$ cat src/rtl/rr_select_pkg.sv
// Shared definitions for the four-channel round-robin select arbiter.
package rr_select_pkg;

    localparam int NUM_CH = 4;
    localparam int SEL_W  = 2;

    typedef enum logic {
        IDLE  = 1'b0,
        GRANT = 1'b1
    } state_t;

    // One-hot grant vector for a binary channel index.
    function automatic logic [NUM_CH-1:0] onehot(input logic [SEL_W-1:0] idx);
        return NUM_CH'(1) << idx;
    endfunction

endpackage

$ cat src/rtl/rr_select_4_pick.sv
// Combinational round-robin picker: rotate the request vector so the pointer
// channel sits at bit 0, take the lowest set bit, then add the pointer back.
module rr_pick4
    import rr_select_pkg::*;
(
    input  logic [NUM_CH-1:0] req,
    input  logic [SEL_W-1:0]  ptr,
    output logic [SEL_W-1:0]  idx,
    output logic              any
);

    logic [NUM_CH-1:0] rot;
    logic [SEL_W-1:0]  off;

    // Rotate requests so bit 0 is the highest-priority channel.
    always_comb begin
        // NOTE: every always_comb output gets a default first so no path leaves it unassigned (no latch).
        rot = '0;
        for (int i = 0; i < NUM_CH; i++) begin
            rot[i] = req[ptr + SEL_W'(i)];
        end
    end

    // Fixed-priority encode: lowest set bit of the rotated vector wins.
    always_comb begin
        off = '0;
        for (int i = NUM_CH - 1; i >= 0; i--) begin
            if (rot[i]) begin
                off = SEL_W'(i);
            end
        end
    end

    // Add-back wraps modulo 4 through the 2-bit width.
    assign idx = ptr + off;
    assign any = |req;

endmodule

$ cat src/rtl/rr_select_4.sv
// Four-channel round-robin arbiter driving the select bus of an upstream 4:1
// mux. Grant, select and valid are registered and held until valid && ready.
module rr_select_4
    import rr_select_pkg::*;
#(
    parameter logic [SEL_W-1:0] PTR_RESET = 2'd0
)
(
    input  logic              clk,
    input  logic              rst,
    input  logic [NUM_CH-1:0] req,
    input  logic              ready,
    output logic [SEL_W-1:0]  select,
    output logic [NUM_CH-1:0] grant,
    output logic              valid
);

    state_t            state;
    logic [SEL_W-1:0]  ptr;
    logic [SEL_W-1:0]  next_ptr;
    logic [SEL_W-1:0]  pick_ptr;
    logic [SEL_W-1:0]  pick_idx;
    logic              pick_any;

    // Pointer after serving the current channel; that channel drops to last place.
    assign next_ptr = select + SEL_W'(1);

    // In GRANT the picker is only consulted on a handshake, so it always looks
    // ahead with the post-handshake pointer; in IDLE it uses the stored one.
    assign pick_ptr = (state == GRANT) ? next_ptr : ptr;

    rr_pick4 u_pick (
        .req (req),
        .ptr (pick_ptr),
        .idx (pick_idx),
        .any (pick_any)
    );

    // Arbitration FSM with registered outputs; reset drops valid immediately.
    always_ff @(posedge clk or posedge rst) begin
        // NOTE: sequential state uses non-blocking assignments so every register samples pre-edge values.
        if (rst) begin
            state  <= IDLE;
            ptr    <= PTR_RESET;
            select <= '0;
            grant  <= '0;
            valid  <= 1'b0;
        end else begin
            case (state)
                IDLE: begin
                    // ready is ignored here; ptr does not move without a transfer.
                    if (pick_any) begin
                        select <= pick_idx;
                        grant  <= onehot(pick_idx);
                        valid  <= 1'b1;
                        state  <= GRANT;
                    end
                end
                GRANT: begin
                    // Grant is held regardless of req until the handshake.
                    if (ready) begin
                        ptr <= next_ptr;
                        if (pick_any) begin
                            select <= pick_idx;
                            grant  <= onehot(pick_idx);
                        end else begin
                            grant <= '0;
                            valid <= 1'b0;
                            state <= IDLE;
                        end
                    end
                end
                default: begin
                    state <= IDLE;
                    grant <= '0;
                    valid <= 1'b0;
                end
            endcase
        end
    end

endmodule

$ cat config.mk
export PLATFORM = sky130hd
export DESIGN_NAME = rr_select_4
export DESIGN_NICKNAME = d
export VERILOG_FILES = /design/src/rtl/rr_select_pkg.sv /design/src/rtl/rr_select_4_pick.sv /design/src/rtl/rr_select_4.sv
export SDC_FILE = /design/constraint.sdc
export NUM_CORES = 1
export LEC_CHECK = 0
export ABC_CLOCK_PERIOD_IN_PS = 2900
export BUFFER_PORTS_ARGS = -buffer_cell sky130_fd_sc_hd__buf_2
export CAP_MARGIN = 0
export CORE_MARGIN = 2
export CORE_UTILIZATION = 45
export CTS_CLUSTER_SIZE = 8
export DETAILED_ROUTE_END_ITERATION = 8
export GPL_TIMING_DRIVEN = 0
export PLACE_DENSITY = 0.74
export REMOVE_ABC_BUFFERS = 1
export SLEW_MARGIN = 0
export SYNTH_ARGS = -nofsm -noshare
export SYNTH_HDL_FRONTEND = slang
export SYNTH_SLANG_ARGS = --single-unit
$ cat constraint.sdc
create_clock -name clk -period 2.9 [get_ports clk]
set_clock_uncertainty 0.05 [all_clocks]
set_input_delay 0.435 -clock clk [delete_from_list [all_inputs] [get_ports clk]]
set_output_delay 0.435 -clock clk [all_outputs]
set_load 0.05 [all_outputs]
Word-level counts from Yosys, hierarchy flattened
Index checks and enable logic that the tools add are counted.
Widths: inputs -> output; s select.
{ "totals": {"register_bits": 10} }
{ "classes": {"n_addsub": 5, "order_cmp": 4, "eq_ne": 3, "shifts": 1, "muxes": 27, "bitwise_logic": 1, "reduce_logical": 4} }
{ "ops": {"columns": ["cell", "n"], "rows": [
  ["$mux 2", 7],
  ["$lt 2x3->1 const B", 4],
  ["$mux 4", 3],
  ["$mux 1", 9],
  ["$bmux 1 s2", 4],
  ["$pmux 4 s2", 1],
  ["$ne 2x2->1 const B", 3],
  ["$add 2x1->2 const B", 2],
  ["$add 2x2->2 const B", 2],
  ["$pmux 1 s2", 2],
  ["$pmux 2 s2", 1],
  ["$reduce_and 2->1", 2],
  ["$reduce_or 4->1", 1],
  ["$shl 1x2->4 const A", 1],
  ["$reduce_and 3->1", 1],
  ["$add 2x2->2", 1],
  ["$not 1->1", 1]
]} }

Logic depth before layout (Yosys ltp)
Gate-level depths: netlist (run 1).
{ "depth": {"depth_word": 14, "ltp_mapped": 11, "mapped_depth_nobuf": 10} }

Cells and area by module
Synthesis (run 1) repeated with hierarchy kept, for this count alone.
{ "unflattened": {"cells_unflattened": 64, "area_unflattened_um2": 613.1} }
{ "by_module_without_submodules": {"columns": ["mod", "n_inst", "cells_per_inst", "area_each_um2"], "rows": [
  ["rr_select_4", 1, 39, 446.7],
  ["rr_pick4", 1, 25, 166.4]
]} }

Least setup slack after synthesis (run 1)
OpenSTA, ideal clock, no wires.
{ "synth_timing": {"path_kind": "reg-to-reg", "from": "register select[0]", "to": "register select[1]", "setup_ns": 0.125, "arrival_ns": 2.493, "slack_ns": 0.233, "stages_incl_launch_ff": 11, "synth_period_minus_slack_ns": 2.667, "path_cell_list": "dfrtp_1 -> xnor2_1 -> o21ai_2 -> nand2_1 -> a21oi_1 -> a2bb2oi_1 -> a21oi_1 -> ha_1 -> xnor2_1 -> xnor2_1 -> mux2_2"} }
{ "synth_between": {"elab_chain_cells": 13} }
{ "synth_lines": {"columns": ["item", "line_no", "rtl"], "rows": [
  ["start, declared", "rr_select_4.sv:13", "output logic [SEL_W-1:0] select,"],
  ["start signal, assigned", "rr_select_4.sv:53", "select <= pick_idx;"],
  ["start signal, assigned", "rr_select_4.sv:64", "select <= pick_idx;"],
  ["$add 2x1->2 (*)", "rr_select_4.sv:26", "assign next_ptr = select + SEL_W'(1);"],
  ["$mux 2 (*)", "rr_select_4.sv:30", "assign pick_ptr = (state == GRANT) ? next_ptr : ptr;"],
  ["$add 2x2->2", "rr_select_4_pick.sv:20", "rot[i] = req[ptr + SEL_W'(i)];"],
  ["$bmux 1 s2", "rr_select_4_pick.sv:20", null],
  ["$mux 1 (implied by the code)", "rr_select_4_pick.sv:20", null],
  ["$mux 2 (4 in a row)", "rr_select_4_pick.sv:28", "if (rot[i]) begin"],
  ["$add 2x2->2 (*)", "rr_select_4_pick.sv:35", "assign idx = ptr + off;"],
  ["$mux 2 (*)", "rr_select_4.sv:52, rr_select_4.sv:63", null],
  ["$mux 2", "rr_select_4.sv:61", "if (ready) begin"],
  ["$pmux 2 s2 (*)", "rr_select_4.sv:49", "case (state)"]
]} }
Mark *: on every way between the ends. The rest lies on a longest branch, timed or not. The select of a mux whose other input is x is not followed.
A chain may end at the register's enable or synchronous reset.

Worst setup path in the final report (run 1)
{ "layout_timing": {"from": "register select[0]", "to": "register grant[1]"} }
{ "layout_between": {"elab_chain_cells": 14} }
{ "layout_lines": {"columns": ["item", "line_no", "rtl"], "rows": [
  ["$add 2x1->2 (*)", "rr_select_4.sv:26", null],
  ["$mux 2 (*)", "rr_select_4.sv:30", null],
  ["$add 2x2->2", "rr_select_4_pick.sv:20", null],
  ["$bmux 1 s2", "rr_select_4_pick.sv:20", null],
  ["$mux 1 (implied by the code)", "rr_select_4_pick.sv:20", null],
  ["$mux 2 (4 in a row)", "rr_select_4_pick.sv:28", null],
  ["$add 2x2->2 (*)", "rr_select_4_pick.sv:35", null],
  ["$shl 1x2->4 (*)", "rr_select_pkg.sv:14", "return NUM_CH'(1) << idx;"],
  ["$mux 4", "rr_select_4.sv:63", "if (pick_any) begin"],
  ["$mux 4", "rr_select_4.sv:61", null],
  ["$pmux 4 s2 (*)", "rr_select_4.sv:49", null],
  ["end signal, assigned", "rr_select_4.sv:54", "grant <= onehot(pick_idx);"],
  ["end signal, assigned", "rr_select_4.sv:65", "grant <= onehot(pick_idx);"],
  ["end, declared", "rr_select_4.sv:14", "output logic [NUM_CH-1:0] grant,"]
]} }
Marked as above.

==> metrics.csv, run 1 <==
metric,value,unit
"Avg Cell Area, Syn",8.41,um2
CP arrival,2.68,ns
Starting Density,47.4,%
CP endpoint kind,flop,
dpl ws,0.231,ns
Synth-to-Final Area Change,13.1,%
unrepaired setup endpoints after global routing,false,
Layout Nets,105,
Max Freq,0.383,GHz
dominant cell type by area after synthesis,dfrtp_1,
Die W,43.4,um
largest net degree at the start of global routing,12,
total CTS buffers,3,
Port Buf Inserts,13,
H-Tree Depth,1,
# DRC,0,
Synth Instances,83,
RePlAce Congestion,0.816,
antenna violations before repair,0,
crit-path most repeated cell,xnor2_1,
#FFs+latches synth,10,
Worst slew margin,63.6,%
Final WS setup,0.289,ns
PwrDens,1120,nW/um2
share of cells above drive strength 1,23.2,%
clk slew on worst S/H paths,0.06,ns
fill cell total of the finished layout,150,
drt wl/cell,13.7,um
Ant. Diodes,0,
CTS Sinks,10,
cells along the critical path,xnor2_1 > o21ai_4 > nand2_1 > a21oi_1 > a2bb2oi_1 > a21oi_1 > ha_1 > xnor2_1 > xnor2_1 > o31ai_1,
# Max-Cap Violations,0,
Setup TNS Final,0,ns
vias in the first global route,602,
Clock Path Buffers,2,
final worst path period share,90.0,%
post-DR vias/cell,5.72,
Worst-Margin Slew,0.542,ns
number of synthesized flops with an enable pin,0,
setup repair bufs after CTS,0,
Post-Syn Area,698,um2
sequential-to-total area share from yosys stat,35.8,%
I/O pin cnt,14,
die height,43.4,um
"delay-heaviest family, CP",compound AO/OA/AOI/OAI gates,
insertion delay to the later sink of the worst-skew pair,0.26,ns
first-pass detailed-route iteration total,4,
Tmin final,2.61,ns
VDD IR-drop max,579,uV
Post-synth ARST share,100,%
post-route ant nets,0,
Min-Delay Path Class,input port to asynchronous set/reset pin,
final setup vio count,0,
ranking of synthesized cells by area,"dfrtp_1, nand2_1, o21ai_0",
total grt overflow,0,
Lkg Pwr,0.346,nW
detailed-route via count,635,
commonest cells in the netlist,"nand2_1, dfrtp_1, nor2_1",
post-synth cell types,35,
status,finished clean,
CTS tree,built,
crit path buf inv count,0,
largest fanout on the critical path,10,
Crit Path Category,flop to flop,
main flop type after synthesis,dfrtp_1,
crit-path max cell delay,0.46,ns
All-Layer GR Usage,18.8,%
Root Buffer,clkbuf_4,
first-pass GRT wire length,2660,um
initial drt markers,10,
worst path required time,2.97,ns
final count of hold timing violations,0,
post-synth top area share,35.8,%
most common cell in the netlist,nand2_1,
Critical Path Source Type,flop,
final WL,1520,um
Rows,14,
fin. max-slew vios,0,
DP Wirelength,1120,um
Die Area,1880,um2
CP max stage cell,dfrtp_1,
Syn. warnings,0,
Core Region,1470,um2
[final timing paths]
path	endpoint	from	slack, ns	cells past startpoint
max in group asynchronous	ptr[1]$_DFFE_PP0P_	rst	2.44	2
setup / recovery	grant[1]$_DFFE_PP0P_	select[0]$_DFFE_PP0P_	0.29	10
hold / removal	ptr[0]$_DFFE_PP0P_	rst	0.09	2
min in group clk	valid$_DFFE_PP0P_	ready	0.34	2
hold reg to reg	grant[3]$_DFFE_PP0P_	grant[3]$_DFFE_PP0P_	0.44	1
setup reg to reg	grant[1]$_DFFE_PP0P_	select[0]$_DFFE_PP0P_	0.29	10
[worst reg2reg max path, stage by stage (launching register included)]
cell	delay, ns
dfrtp_1	0.46
xnor2_1	0.27
o21ai_4	0.32
nand2_1	0.09
a21oi_1	0.15
a2bb2oi_1	0.17
a21oi_1	0.09
ha_1	0.20
xnor2_1	0.13
xnor2_1	0.37
o31ai_1	0.16
[cell usage in the layout (no fill, tap or decap), types with 2 or more instances in the layout]
cell and n:
nor2b_1 2, a32o_1 2, nor2_1 8, nand2b_1 2, inv_1 3, a21oi_1 6
o21ai_0 7, dfrtp_1 10, xnor2_1 3, o31ai_1 2, nand2_1 13, buf_2 13
clkbuf_4 3
[routing by layer]
layer | vias to the layer above | track usage [%] | share of wire [%]
met2 | 12 | 30.1 | 46
met5 | - | 0 | 0
li1 | 325 | - | -
met3 | 5 | 2.50 | 3.1
met4 | 0 | 9.09 | 1.9
met1 | 293 | 25.1 | 49
[flip-flops by register name (all words and copies together) (netlist names)]
name / count
select: 2
grant: 4
ptr: 2
state: 1
valid: 1
[report_power, final]
group,internal [mW],total (mW),switching (mW)
sequential,0.191,0.239,0.0479
clock,0.0477,0.0909,0.0432
combinational,0.191,0.553,0.362
[through the flow]
step           utilization, %  total power [mW]  std cells  hold slack (ns)  instance area (um2)
2_1_floorplan               -             0.664         79            0.225                  674
3_3_place_gp             51.6             0.766        108            0.369                  759
3_5_place_dp             51.6             0.783        108            0.380                  759
4_1_cts                  53.1             0.876        111           0.0963                  782
5_1_grt                  53.7             0.957        111            0.129                  790
6_report                 53.7             0.884        111           0.0900                  790
[logic make-up (layout without fill, tap and decap cells)]
logic type / Yosys count / count (layout) / share of synthesized area, %
AOI/OAI and AO/OA: 27 / 27 / 28.0
xor gates and xnor gates: 3 / 3 / 3.76
adders and majority gates: 1 / 1 / 1.79
buffers and inverters: 8 / 20 / 5.55
DFF: 10 / 10 / 35.8
muxes: 2 / 2 / 3.05
and+or+nand+nor: 32 / 32 / 22.0
[area by class of cell]
| cell class | count | area [um2] | share of cell area, % |
|---|---|---|---|
| clock buffers | 3 | 22.5 | 2.85 |
| inverters | 4 | 15.0 | 1.90 |
| multi-input cells | 65 | 417 | 52.8 |
| flip-flops and latches | 10 | 250 | 31.7 |
| well taps | 16 | 20.0 | 2.54 |
| repair buffers | 13 | 65.1 | 8.24 |
[timing repair]
item,4_1_cts,5_1_grt
resized for setup,0,1
hold buffers,0,0
endpoints found under the setup margin,0,4
Note: power is estimated with default switching activity, not from simulation.
==> run 2, diff against run 1 <==
==> constraint.sdc (replaced) <==
create_clock -name clk -period 2.9 [get_ports clk]
set_clock_uncertainty 0.05 [all_clocks]
set_input_delay 0.145 -clock clk [delete_from_list [all_inputs] [get_ports clk]]
set_output_delay 0.145 -clock clk [all_outputs]
set_load 0.05 [all_outputs]
==> run 2 against run 1 <==
Net effect:
- count of clock-buffer cells in the layout did not move
- sequential share of layout area is 0.40 points lower
- critical path type unchanged
- register-to-register slack about the same
- via count is 0.94% higher
- largest cell class unchanged
- sequential power about the same
- non-clock buffer count increased by 1
- critical endpoint unchanged
==> metrics.csv, run 2 (synthesized netlist as in run 1, its figures left out) <==
metric,value,unit,change
status,finished clean,,
Rows,14,,unchanged
final core utilization,54.3,%,+0.68 points
final setup vio count,0,,unchanged
CTS Sinks,10,,unchanged
Worst-Margin Slew,0.540,ns,-0.00146 ns
final WL,1530,um,+0.66%
Clock Path Buffers,2,,unchanged
Critical Path Source Type,flop,,
RePlAce Congestion,0.816,,unchanged
post-route ant nets,0,,unchanged
register bank with the most flops,grant,,
worst path required time,2.97,ns,about the same
fin. max-slew vios,0,,unchanged
Die W,43.4,um,unchanged
first-pass GRT wire length,2680,um,+0.53%
unrepaired setup endpoints after global routing,false,,
Tmin final,2.61,ns,+0.00167 ns
Worst slew margin,63.7,%,+0.098 points
initial drt markers,10,,unchanged
first-pass detailed-route iteration total,4,,unchanged
CTS tree,built,,
H-Tree Depth,1,,unchanged
cells along the critical path,xnor2_1 > o21ai_4 > nand2_1 > a21oi_1 > a2bb2oi_1 > a21oi_1 > ha_1 > xnor2_1 > xnor2_1 > o31ai_1,,
post-place instance area,759,um2,unchanged
CP endpoint kind,flop,,
antenna violations before repair,0,,unchanged
Port Buf Inserts,13,,unchanged
All-Layer GR Usage,18.9,%,+0.087 points
VDD IR-drop max,579,uV,about the same
insertion delay to the later sink of the worst-skew pair,0.26,ns,about the same
WHS,0.0532,ns,-0.0367 ns
crit-path max cell delay,0.46,ns,about the same
DP Wirelength,1120,um,unchanged
Starting Density,47.4,%,unchanged
# DRC,0,,unchanged
CP max stage cell,dfrtp_1,,
PwrDens,1110,nW/um2,-1.1%
crit path buf inv count,0,,unchanged
Layout Nets,106,,+0.95%
I/O pin cnt,14,,unchanged
drt wl/cell,13.7,um,-0.24%
setup repair bufs after CTS,0,,unchanged
met1 GRT Util,25.3,%,+0.27 points
vias in the first global route,605,,+0.50%
# Max-Cap Violations,0,,unchanged
post-DR vias/cell,5.72,,about the same
largest registers,"grant (4), ptr (2), select (2)",,
Max Freq,0.383,GHz,about the same
Synth-to-Final Area Change,14.5,%,
Setup TNS Final,0,ns,unchanged
die height,43.4,um,unchanged
total grt overflow,0,,unchanged
Root Buffer,clkbuf_4,,
largest fanout on the critical path,10,,unchanged
"delay-heaviest family, CP",compound AO/OA/AOI/OAI gates,,
share of cells above drive strength 1,22.9,%,-0.24 points
final worst path period share,90.1,%,about the same
Ant. Diodes,0,,unchanged
Crit Path Category,flop to flop,,
GR Layer Usage met2,30.1,%,unchanged
crit-path most repeated cell,xnor2_1,,
CP arrival,2.69,ns,about the same
GR peak layer,met2,,
Core Region,1470,um2,unchanged
register cell area after layout,250,um2,unchanged
max reg flops,4,,unchanged
largest net degree at the start of global routing,12,,unchanged
clk slew on worst S/H paths,0.06,ns,about the same
Multi-input gate area,417,um2,unchanged
fill cell total of the finished layout,149,,-0.67%
detailed-route via count,641,,+0.94%
Min-Delay Path Class,input port to flop,,
final count of hold timing violations,0,,unchanged
total CTS buffers,3,,unchanged
"Design Area, Final",800,um2,+1.3%
most frequent cells in the layout,"nand2_1, buf_2, dfrtp_1",,
Die Area,1880,um2,unchanged
Lkg Pwr,0.350,nW,+1.2%
met3 usage,2.50,%,unchanged
-- run 2: routing by layer --
metal	up-vias	wire length (um)	part of all wire [%]
met5	-	0	0
met4	0	29	1.9
met3	5	47	3.1
met2	12	704	46
met1	297	749	49
li1	327	-	-
-- run 2: worst paths after layout --
path                                             from              endpoint  slack, ns  depth (start not counted)
worst min-delay path                            ready     valid$_DFFE_PP0P_       0.05                          2
worst max register to register  select[0]$_DFFE_PP0P_  grant[1]$_DFFE_PP0P_       0.29                         10
worst max-delay path            select[0]$_DFFE_PP0P_  grant[1]$_DFFE_PP0P_       0.29                         10
worst min register to register   grant[3]$_DFFE_PP0P_  grant[3]$_DFFE_PP0P_       0.44                          1
max in group asynchronous                         rst    ptr[1]$_DFFE_PP0P_       2.17                          3
min in group asynchronous                         rst    ptr[0]$_DFFE_PP0P_       0.36                          3
-- run 2: through the flow --
stage	setup slack, ns	instances	total power [mW]
floorplan	0.233	79	0.664
global placement	0.289	108	0.766
detailed placement	0.231	108	0.783
CTS	0.223	112	0.877
global route	0.0254	112	0.959
finish	0.287	112	0.885
-- run 2: power by group --
| group | internal (mW) | switching, mW |
|---|---|---|
| registers | 0.191 | 0.0478 |
| clock network | 0.0477 | 0.0433 |
| logic | 0.192 | 0.363 |
-- run 2: final cells by class --
cell class / instances / area share, %
multi-input cells: 65 / 52.1
repair buffers: 14 / 9.39
flip-flops and latches: 10 / 31.3
clock buffers: 3 / 2.82
well taps: 16 / 2.50
inverters: 4 / 1.88
-- run 2: timing repair --
item,CTS,global route
hold buffers,1,0
endpoints found under the setup margin,0,4
hold endpoints to repair,10,0
gates resized for setup,0,1
